### src/rtl/mem_port_arbiter_if.sv
// Bus bundle tying the CPU and DMA requesters, the memory port arbiter and main memory.
// The arbiter connects through the slave modport; the requester/memory side uses master.
interface mem_port_arbiter_if #(
    parameter int ADDR_W = 9,
    parameter int DATA_W = 32
);
    logic              cpu_req;
    logic              cpu_we;
    logic [ADDR_W-1:0] cpu_addr;
    logic [DATA_W-1:0] cpu_wdata;
    logic              cpu_ack;
    logic [DATA_W-1:0] cpu_rdata;

    logic              dma_req;
    logic              dma_we;
    logic [ADDR_W-1:0] dma_addr;
    logic [DATA_W-1:0] dma_wdata;
    logic              dma_ack;
    logic [DATA_W-1:0] dma_rdata;

    logic              mem_en;
    logic              mem_we;
    logic [ADDR_W-1:0] mem_addr;
    logic [DATA_W-1:0] mem_wdata;
    logic [DATA_W-1:0] mem_rdata;

    logic              busy;
    logic              owner;

    modport slave (
        input  cpu_req, cpu_we, cpu_addr, cpu_wdata,
        input  dma_req, dma_we, dma_addr, dma_wdata,
        input  mem_rdata,
        output cpu_ack, cpu_rdata, dma_ack, dma_rdata,
        output mem_en, mem_we, mem_addr, mem_wdata,
        output busy, owner
    );

    modport master (
        output cpu_req, cpu_we, cpu_addr, cpu_wdata,
        output dma_req, dma_we, dma_addr, dma_wdata,
        output mem_rdata,
        input  cpu_ack, cpu_rdata, dma_ack, dma_rdata,
        input  mem_en, mem_we, mem_addr, mem_wdata,
        input  busy, owner
    );
endinterface

### src/rtl/mem_port_arbiter.sv
// CPU/DMA arbiter and sequencer for the single-ported main memory; one full access per grant.
// Define ARB_CPU_PRIORITY_EN for fixed CPU priority; otherwise ties are resolved round-robin.
module mem_port_arbiter #(
    parameter int ADDR_W  = 9,
    parameter int DATA_W  = 32,
    parameter int MEM_LAT = 1
) (
    input  logic              Clock,
    input  logic              Reset,
    mem_port_arbiter_if.slave bus
);
    typedef enum logic [1:0] {
        IDLE  = 2'd0,
        ISSUE = 2'd1,
        WAIT  = 2'd2,
        DONE  = 2'd3
    } state_e;

    localparam logic [2:0] LAT_LOAD = 3'(MEM_LAT - 1);

    state_e            state_q, state_d;
    logic              owner_q, owner_d;
    logic [2:0]        cnt_q, cnt_d;
    logic              busy_q, busy_d;
    logic              mem_en_q, mem_en_d;
    logic              mem_we_q, mem_we_d;
    logic [ADDR_W-1:0] mem_addr_q, mem_addr_d;
    logic [DATA_W-1:0] mem_wdata_q, mem_wdata_d;
    logic              cpu_ack_q, cpu_ack_d;
    logic              dma_ack_q, dma_ack_d;
    logic [DATA_W-1:0] cpu_rdata_q, cpu_rdata_d;
    logic [DATA_W-1:0] dma_rdata_q, dma_rdata_d;

    logic any_req;
    logic pick_dma;

    assign any_req = bus.cpu_req | bus.dma_req;

`ifdef ARB_CPU_PRIORITY_EN
    // DMA only wins IDLE edges that the CPU leaves empty.
    assign pick_dma = ~bus.cpu_req;
`else
    logic last_grant_q, last_grant_d;

    // On a tie the port that did not win last time goes next.
    assign pick_dma = bus.dma_req & (~bus.cpu_req | ~last_grant_q);

    always_comb begin
        last_grant_d = last_grant_q;
        if (state_q == IDLE && any_req) begin
            last_grant_d = pick_dma;
        end
    end

    always_ff @(posedge Clock or posedge Reset) begin
        if (Reset) begin
            last_grant_q <= 1'b1;
        end else begin
            last_grant_q <= last_grant_d;
        end
    end
`endif

    always_comb begin
        // NOTE: every next-state value is defaulted first so no branch can infer a latch.
        state_d     = state_q;
        owner_d     = owner_q;
        cnt_d       = cnt_q;
        mem_en_d    = 1'b0;
        mem_we_d    = mem_we_q;
        mem_addr_d  = mem_addr_q;
        mem_wdata_d = mem_wdata_q;
        cpu_ack_d   = 1'b0;
        dma_ack_d   = 1'b0;
        cpu_rdata_d = cpu_rdata_q;
        dma_rdata_d = dma_rdata_q;

        case (state_q)
            IDLE: begin
                if (any_req) begin
                    state_d     = ISSUE;
                    owner_d     = pick_dma;
                    mem_en_d    = 1'b1;
                    mem_we_d    = pick_dma ? bus.dma_we    : bus.cpu_we;
                    mem_addr_d  = pick_dma ? bus.dma_addr  : bus.cpu_addr;
                    mem_wdata_d = pick_dma ? bus.dma_wdata : bus.cpu_wdata;
                end
            end
            ISSUE: begin
                if (mem_we_q) begin
                    state_d   = DONE;
                    cpu_ack_d = ~owner_q;
                    dma_ack_d = owner_q;
                end else begin
                    cnt_d   = LAT_LOAD;
                    state_d = WAIT;
                end
            end
            WAIT: begin
                if (cnt_q == 3'd0) begin
                    state_d   = DONE;
                    cpu_ack_d = ~owner_q;
                    dma_ack_d = owner_q;
                    if (owner_q) begin
                        dma_rdata_d = bus.mem_rdata;
                    end else begin
                        cpu_rdata_d = bus.mem_rdata;
                    end
                end else begin
                    cnt_d = cnt_q - 3'd1;
                end
            end
            DONE:    state_d = IDLE;
            default: state_d = IDLE;
        endcase

        busy_d = (state_d != IDLE);
    end

    always_ff @(posedge Clock or posedge Reset) begin
        // NOTE: non-blocking assignments so every flop samples the pre-edge values.
        if (Reset) begin
            state_q     <= IDLE;
            owner_q     <= 1'b0;
            cnt_q       <= 3'd0;
            busy_q      <= 1'b0;
            mem_en_q    <= 1'b0;
            mem_we_q    <= 1'b0;
            mem_addr_q  <= '0;
            mem_wdata_q <= '0;
            cpu_ack_q   <= 1'b0;
            dma_ack_q   <= 1'b0;
            cpu_rdata_q <= '0;
            dma_rdata_q <= '0;
        end else begin
            state_q     <= state_d;
            owner_q     <= owner_d;
            cnt_q       <= cnt_d;
            busy_q      <= busy_d;
            mem_en_q    <= mem_en_d;
            mem_we_q    <= mem_we_d;
            mem_addr_q  <= mem_addr_d;
            mem_wdata_q <= mem_wdata_d;
            cpu_ack_q   <= cpu_ack_d;
            dma_ack_q   <= dma_ack_d;
            cpu_rdata_q <= cpu_rdata_d;
            dma_rdata_q <= dma_rdata_d;
        end
    end

    assign bus.mem_en    = mem_en_q;
    assign bus.mem_we    = mem_we_q;
    assign bus.mem_addr  = mem_addr_q;
    assign bus.mem_wdata = mem_wdata_q;
    assign bus.cpu_ack   = cpu_ack_q;
    assign bus.dma_ack   = dma_ack_q;
    assign bus.cpu_rdata = cpu_rdata_q;
    assign bus.dma_rdata = dma_rdata_q;
    assign bus.busy      = busy_q;
    assign bus.owner     = owner_q;
endmodule

### src/flat_wrapper.sv
// flat-port wrapper written by rule: the top's interface ports become plain ports
module mem_port_arbiter_flat 
#(
    parameter int ADDR_W  = 9,
    parameter int DATA_W  = 32,
    parameter int MEM_LAT = 1
)
  (Clock, Reset, bus_cpu_req, bus_cpu_we, bus_cpu_addr, bus_cpu_wdata, bus_dma_req, bus_dma_we, bus_dma_addr, bus_dma_wdata, bus_mem_rdata, bus_cpu_ack, bus_cpu_rdata, bus_dma_ack, bus_dma_rdata, bus_mem_en, bus_mem_we, bus_mem_addr, bus_mem_wdata, bus_busy, bus_owner);
  mem_port_arbiter_if #(.ADDR_W(ADDR_W), .DATA_W(DATA_W)) bus_i ();
  input  logic Clock;
  input  logic Reset;
  input wire logic [$bits(bus_i.cpu_req)-1:0] bus_cpu_req;
  input wire logic [$bits(bus_i.cpu_we)-1:0] bus_cpu_we;
  input wire logic [$bits(bus_i.cpu_addr)-1:0] bus_cpu_addr;
  input wire logic [$bits(bus_i.cpu_wdata)-1:0] bus_cpu_wdata;
  input wire logic [$bits(bus_i.dma_req)-1:0] bus_dma_req;
  input wire logic [$bits(bus_i.dma_we)-1:0] bus_dma_we;
  input wire logic [$bits(bus_i.dma_addr)-1:0] bus_dma_addr;
  input wire logic [$bits(bus_i.dma_wdata)-1:0] bus_dma_wdata;
  input wire logic [$bits(bus_i.mem_rdata)-1:0] bus_mem_rdata;
  output wire logic [$bits(bus_i.cpu_ack)-1:0] bus_cpu_ack;
  output wire logic [$bits(bus_i.cpu_rdata)-1:0] bus_cpu_rdata;
  output wire logic [$bits(bus_i.dma_ack)-1:0] bus_dma_ack;
  output wire logic [$bits(bus_i.dma_rdata)-1:0] bus_dma_rdata;
  output wire logic [$bits(bus_i.mem_en)-1:0] bus_mem_en;
  output wire logic [$bits(bus_i.mem_we)-1:0] bus_mem_we;
  output wire logic [$bits(bus_i.mem_addr)-1:0] bus_mem_addr;
  output wire logic [$bits(bus_i.mem_wdata)-1:0] bus_mem_wdata;
  output wire logic [$bits(bus_i.busy)-1:0] bus_busy;
  output wire logic [$bits(bus_i.owner)-1:0] bus_owner;
  assign bus_i.cpu_req = bus_cpu_req;
  assign bus_i.cpu_we = bus_cpu_we;
  assign bus_i.cpu_addr = bus_cpu_addr;
  assign bus_i.cpu_wdata = bus_cpu_wdata;
  assign bus_i.dma_req = bus_dma_req;
  assign bus_i.dma_we = bus_dma_we;
  assign bus_i.dma_addr = bus_dma_addr;
  assign bus_i.dma_wdata = bus_dma_wdata;
  assign bus_i.mem_rdata = bus_mem_rdata;
  assign bus_cpu_ack = bus_i.cpu_ack;
  assign bus_cpu_rdata = bus_i.cpu_rdata;
  assign bus_dma_ack = bus_i.dma_ack;
  assign bus_dma_rdata = bus_i.dma_rdata;
  assign bus_mem_en = bus_i.mem_en;
  assign bus_mem_we = bus_i.mem_we;
  assign bus_mem_addr = bus_i.mem_addr;
  assign bus_mem_wdata = bus_i.mem_wdata;
  assign bus_busy = bus_i.busy;
  assign bus_owner = bus_i.owner;
  mem_port_arbiter #(.ADDR_W(ADDR_W), .DATA_W(DATA_W), .MEM_LAT(MEM_LAT)) u_core (.Clock(Clock), .Reset(Reset), .bus(bus_i));
endmodule
### config.mk
export PLATFORM = sky130hd
export DESIGN_NAME = mem_port_arbiter_flat
export DESIGN_NICKNAME = d
export VERILOG_FILES = /design/src/rtl/mem_port_arbiter_if.sv /design/src/rtl/mem_port_arbiter.sv /design/src/flat_wrapper.sv
export SDC_FILE = /design/constraint.sdc
export NUM_CORES = 1
export LEC_CHECK = 0
export ABC_AREA = 1
export BUFFER_PORTS_ARGS = -buffer_cell sky130_fd_sc_hd__buf_2
export CORE_MARGIN = 5
export CORE_UTILIZATION = 30
export CTS_CLUSTER_DIAMETER = 50
export CTS_CLUSTER_SIZE = 8
export DETAILED_ROUTE_END_ITERATION = 8
export SLEW_MARGIN = 20
export SYNTH_ARGS = -nofsm -noshare
export SYNTH_HDL_FRONTEND = slang
export SYNTH_SLANG_ARGS = --single-unit
### constraint.sdc
create_clock -name Clock -period 5.3 [get_ports Clock]
set_input_delay 1.06 -clock Clock [delete_from_list [all_inputs] [get_ports Clock]]
set_output_delay 1.06 -clock Clock [all_outputs]
set_load 0.05 [all_outputs]
; ---- After elaboration in Yosys (flattened, before gate mapping)
; Index checks and enable logic that the tools add are counted.
[totals]
out_inout_bits = 111
word_cells = 52
n_memories = 0
ram_bits = 0
latch_bits = 0
romBits = 0
input_bits = 120
regBits = 117
[classes]
n_reduce_logical = 9
n_mul = 0
n_div = 0
mux = 18
n_bitwise = 6
n_shift = 0
magnitude_cmp = 0
addsub = 1
eq_ne = 5
[op_table]
columns = operator, n
row1 = $mux 32, 1
row2 = $mux 9, 1
row3 = $reduce_and 3->1, 3
row4 = $mux 1, 8
row5 = $pmux 2 s4, 1
row6 = $mux 3, 2
row7 = $pmux 3 s2, 1
row8 = $eq 2x2->1 const B, 2
row9 = $mux 2, 2
row10 = $ne 2x2->1 const B, 2
row11 = $pmux 1 s2, 2
row12 = $reduce_bool 2->1, 2
row13 = $logic_not 3->1, 1
row14 = $not 1->1, 3
row15 = $sub 3x1->3 const B, 1
row16 = $eq 2x1->1 const B, 1
row17 = $logic_not 2->1, 1
row18 = $or 1x1->1, 2
row19 = $reduce_and 2->1, 1
row20 = $and 1x1->1, 1
row21 = $logic_and 1x1->1, 1

; ---- Logic depth before layout (Yosys ltp)
[depth]
word_depth = 4
depth_mapped = 9
depth_no_buf = 8

; ---- Worst setup path after synthesis
; OpenSTA, ideal clock, no wires.
[synth_path]
path_type = in2reg
startpoint = in bus_dma_req
endpoint = reg u_core.mem_wdata_q[21], in the netlist u_core.bus.mem_wdata[21]
arrival_ns = 1.708
required_ns = 5.182
n_path_buf = 2
setup_ns = 0.118
cell_stages = 5
path_slack_ns = 3.474
cell_sequence = buf_4 > buf_1 > nand3_1 > nand3_1 > nand2_1
[synth_via]
elab_chain_len = 2
elab_cells_between_ends = 4
classes_between = mux: 1 / bitwise: 2 / reduce/logical: 1
[synth_rtl]
columns = item, line
row1 = "start, declared", flat_wrapper.sv:16  ; input wire logic [$bits(bus_i.dma_req)-1:0] bus_dma_req;
row2 = $and 1x1->1 or $or 1x1->1 (tied branches), "mem_port_arbiter.sv:46, mem_port_arbiter.sv:37"
row3 = $mux 32 or $reduce_and 2->1 (tied branches), -
row4 = "end signal, assigned", mem_port_arbiter.sv:143  ; mem_wdata_q <= mem_wdata_d;
row5 = "end, declared", mem_port_arbiter.sv:28  ; logic [DATA_W-1:0] mem_wdata_q, mem_wdata_d;
; Several ways; a longest one is shown, not always the timed one.
; A chain may end at the register's enable or synchronous reset.

; ---- Worst setup path after layout
[layout_path]
startpoint = in bus_cpu_req
endpoint = reg u_core.mem_wdata_q[14], in the netlist u_core.bus.mem_wdata[14]
[layout_via]
elab_chain_len = 4
elab_cells_between_ends = 6
classes_between = mux: 1 / bitwise: 4 / reduce/logical: 1
[layout_rtl]
columns = item, line
row1 = "start, declared", flat_wrapper.sv:12  ; input wire logic [$bits(bus_i.cpu_req)-1:0] bus_cpu_req;
row2 = $not 1->1, mem_port_arbiter.sv:46  ; assign pick_dma = bus.dma_req & (~bus.cpu_req | ~last_grant_q);
row3 = $or 1x1->1, mem_port_arbiter.sv:46
row4 = $and 1x1->1, mem_port_arbiter.sv:46
row5 = $mux 32, mem_port_arbiter.sv:86  ; mem_wdata_d = pick_dma ? bus.dma_wdata : bus.cpu_wdata;
; Several ways; a longest one is shown, not always the timed one.

==> impl_metrics.ini <==
[clock_network]
cts_hold_buf = 0
worstSkewPairLatency_ns = 0.41
root_buffer = clkbuf_16
cts_setup_buffers = 0
clkTransAtPathRegs_ns = 0.05
clock_path_buffers = 2
cts_buffers = 17
cts_max_level = 4
tritoncts = built
cts-resized-gates = 0
cts_sinks = 117

[timing]
skew_ns = 0.0116
finalHoldViolCount = 0
maxSlewHeadroom_pct = 43.2
rsz0062_at_grt = no
setup_viol = 0
max_freq_ghz = 0.379
fin_ws_ns = 2.66
fin_tns_setup_ns = 0
timing.final.crit_share_pct = 49.8
finalMaxSlewViolations = 0
fin_crit_ns = 2.64
worst_pin_slew_ns = 0.850

[global_route]
grt_pass1_wl_um = 24000
gr-total-overflow = 0
grt_pass1_vias = 4721
antenna_found_initial = 1
grt_max_degree = 78
grt_util_all_layers_pct = 14.7

[cells_and_area]
fillers = 1800
drive_above_1_share_pct = 31.1
fin_nets = 1001
stdcell_area_mm2 = 0.00720
seqCellArea_mm2 = 0.00293
instances_no_fill = 1113
n_antenna_cell = 0
multi_input_area_mm2 = 0.00172
area_growth_pct = 34.6

[critical_path]
critPathKind = in -> reg
cp_max_fo = 44
critPathLaunchType = input port
reg2reg_depth = 5
required_ns = 5.65
cp.arrival_ns = 2.98
endpoint_kind = register

[pwr]
p_seq_share_pct = 27.9
ir_drop_mv = 0.415
power_switching_mw = 2.96
clockPowerShare_pct = 20.6
p_comb_share_pct = 51.5
p_per_area_mw_per_mm2 = 792
netSwitchingFraction_pct = 51.8
cellInternalPower_mw = 2.75
leakagePower_nw = 4.29
power_mw = 5.71

[placement]
dpl_cell_area_mm2 = 0.00659
gp_congestion = 0.824
port_buffers = 230
hpwl_um = 10600
dp.cells = 1081
dp_slack_ns = 2.26

[synth]
yosysTopAreaCellShare_pct = 54.2
yosysWarnings = 0
synth_cells = 657
synth_ff_type = dfrtp_1
ys_ff_latch = 117
yosys.area.top_type = dfrtp_1
synth_area_per_cell_um2 = 8.15
synth_nets = 783
synth_area_mm2 = 0.00535
synth_edf_count = 0
seq_area_frac_synth_pct = 54.7
ys_types = 22
synth_area_leaders = dfrtp_1, nand2_1, inv_1
async_reset_ff_share_pct = 100

[die]
die_h_um = 144
start_util_pct = 30.7
pin_count = 231
fp-row-count = 48
fp.coreArea_mm2 = 0.0174
die_width_um = 144
die_area_mm2 = 0.0206

[run_status]
status = complete, no violations

[worst_hold_path]
hold_depth = 2
hp-class = reg -> reg

[routing]
dr.pass1.iters = 7
wl_per_cell_um = 13.4
dr.first_iter.drc_count = 186
viasPerCell = 4.29
vias = 4778
drtAntennaViolNets = 0
drc = 0
drt_wl_total_um = 14900

[run]
cap_violations = 0
## flip-flops by register name, indices dropped and copies added, names as in the netlist
| name | cells |
|---|---|
| u_core.cnt_q | 3 |
| u_core.state_q | 2 |
| u_core.bus.owner | 1 |
| u_core.bus.mem_we | 1 |
| u_core.last_grant_q | 1 |
| u_core.bus.mem_wdata | 32 |
| u_core.bus.busy | 1 |
| u_core.bus.mem_en | 1 |
| u_core.bus.mem_addr | 9 |
| u_core.bus.dma_rdata | 32 |
| u_core.bus.dma_ack | 1 |
| u_core.bus.cpu_rdata | 32 |
| u_core.bus.cpu_ack | 1 |
## worst paths after layout
| check | startpoint | to | slack, ns |
|---|---|---|---|
| setup / recovery | bus_cpu_req | u_core.bus.mem_wdata[14]$_DFFE_PP0P_ | 2.66 |
| hold / removal | u_core.last_grant_q$_DFFE_PP1P_ | u_core.last_grant_q$_DFFE_PP1P_ | 0.47 |
| setup reg to reg | u_core.last_grant_q$_DFFE_PP1P_ | u_core.bus.mem_wdata[14]$_DFFE_PP0P_ | 2.97 |
| hold reg to reg | u_core.last_grant_q$_DFFE_PP1P_ | u_core.last_grant_q$_DFFE_PP1P_ | 0.47 |
| max in group asynchronous | Reset | u_core.last_grant_q$_DFFE_PP1P_ | 3.52 |
| min in group asynchronous | Reset | u_core.bus.cpu_rdata[0]$_DFFE_PP0P_ | 0.77 |
## cell usage after synthesis, types with 2 or more instances
| cell type | count |
|---|---|
| nand2_1 | 202 |
| buf_4 | 9 |
| nor2_1 | 2 |
| nand2_2 | 3 |
| ha_1 | 6 |
| buf_1 | 4 |
| nand3_1 | 87 |
| clkbuf_1 | 2 |
| o21ai_2 | 2 |
| dfrtp_1 | 116 |
| inv_1 | 129 |
| o21ai_1 | 54 |
| nand2_4 | 2 |
| buf_2 | 13 |
| buf_6 | 5 |
| o21ai_0 | 15 |
## cell type report
class	instances	area share [%]
inverters	131	6.93
clock buffers	20	6.34
repair buffers	232	16.2
well taps	225	3.91
clock inverters	12	2.14
multi-input cells	376	23.8
flip-flops and latches	117	40.7
## per-layer routing
layer,routed length (um),GRT usage (%),vias to the layer above
met5,0,0,-
met2,6130,20.6,205
met1,7240,21.0,2118
li1,-,-,2439
met4,215,5.55,0
met3,1340,4.86,16
## stage by stage
stage | hold slack [ns] | util [%]
after floorplan | 0.449 | -
after global placement | 0.459 | 37.8
after detailed placement | 0.461 | 37.8
after CTS | 0.471 | 41.4
after global routing | 0.481 | 41.4
final | 0.472 | 41.4
## cells by family after synthesis
logic type,count (synthesis),share of synthesized area (%)
compound gates,71,6.78
fa+ha+maj,6,1.40
buf+inv,164,13.2
flops,117,54.7
simple gates,299,23.9
## layout by cell type (no fill, tap or decap), drive strengths merged
master,instances
dfstp,1
nand2,207
inv,131
nand3,87
clkinv,6
bufinv,3
buf,232
dfrtp,116
nor2,4
o21ai,71
ha,6
clkinvlp,3
clkbuf,20
nand4,1
## critical path, stage by stage
cell	delay [ns]
buf_2	0.13
nand2_2	0.61
nand2_2	0.71
nand2_1	0.26
nand3_1	0.09
nand2_1	0.08
## power groups by stage
stage,combinational [mW],sequential [mW],clock (mW)
floorplan,0.843,3.04,0
global placement,2.95,1.60,0
detailed placement,2.98,1.59,0
CTS,2.98,1.59,1.21
global route,3.17,1.65,1.25
finish,2.94,1.59,1.17
(Power assumes the default switching activity.)
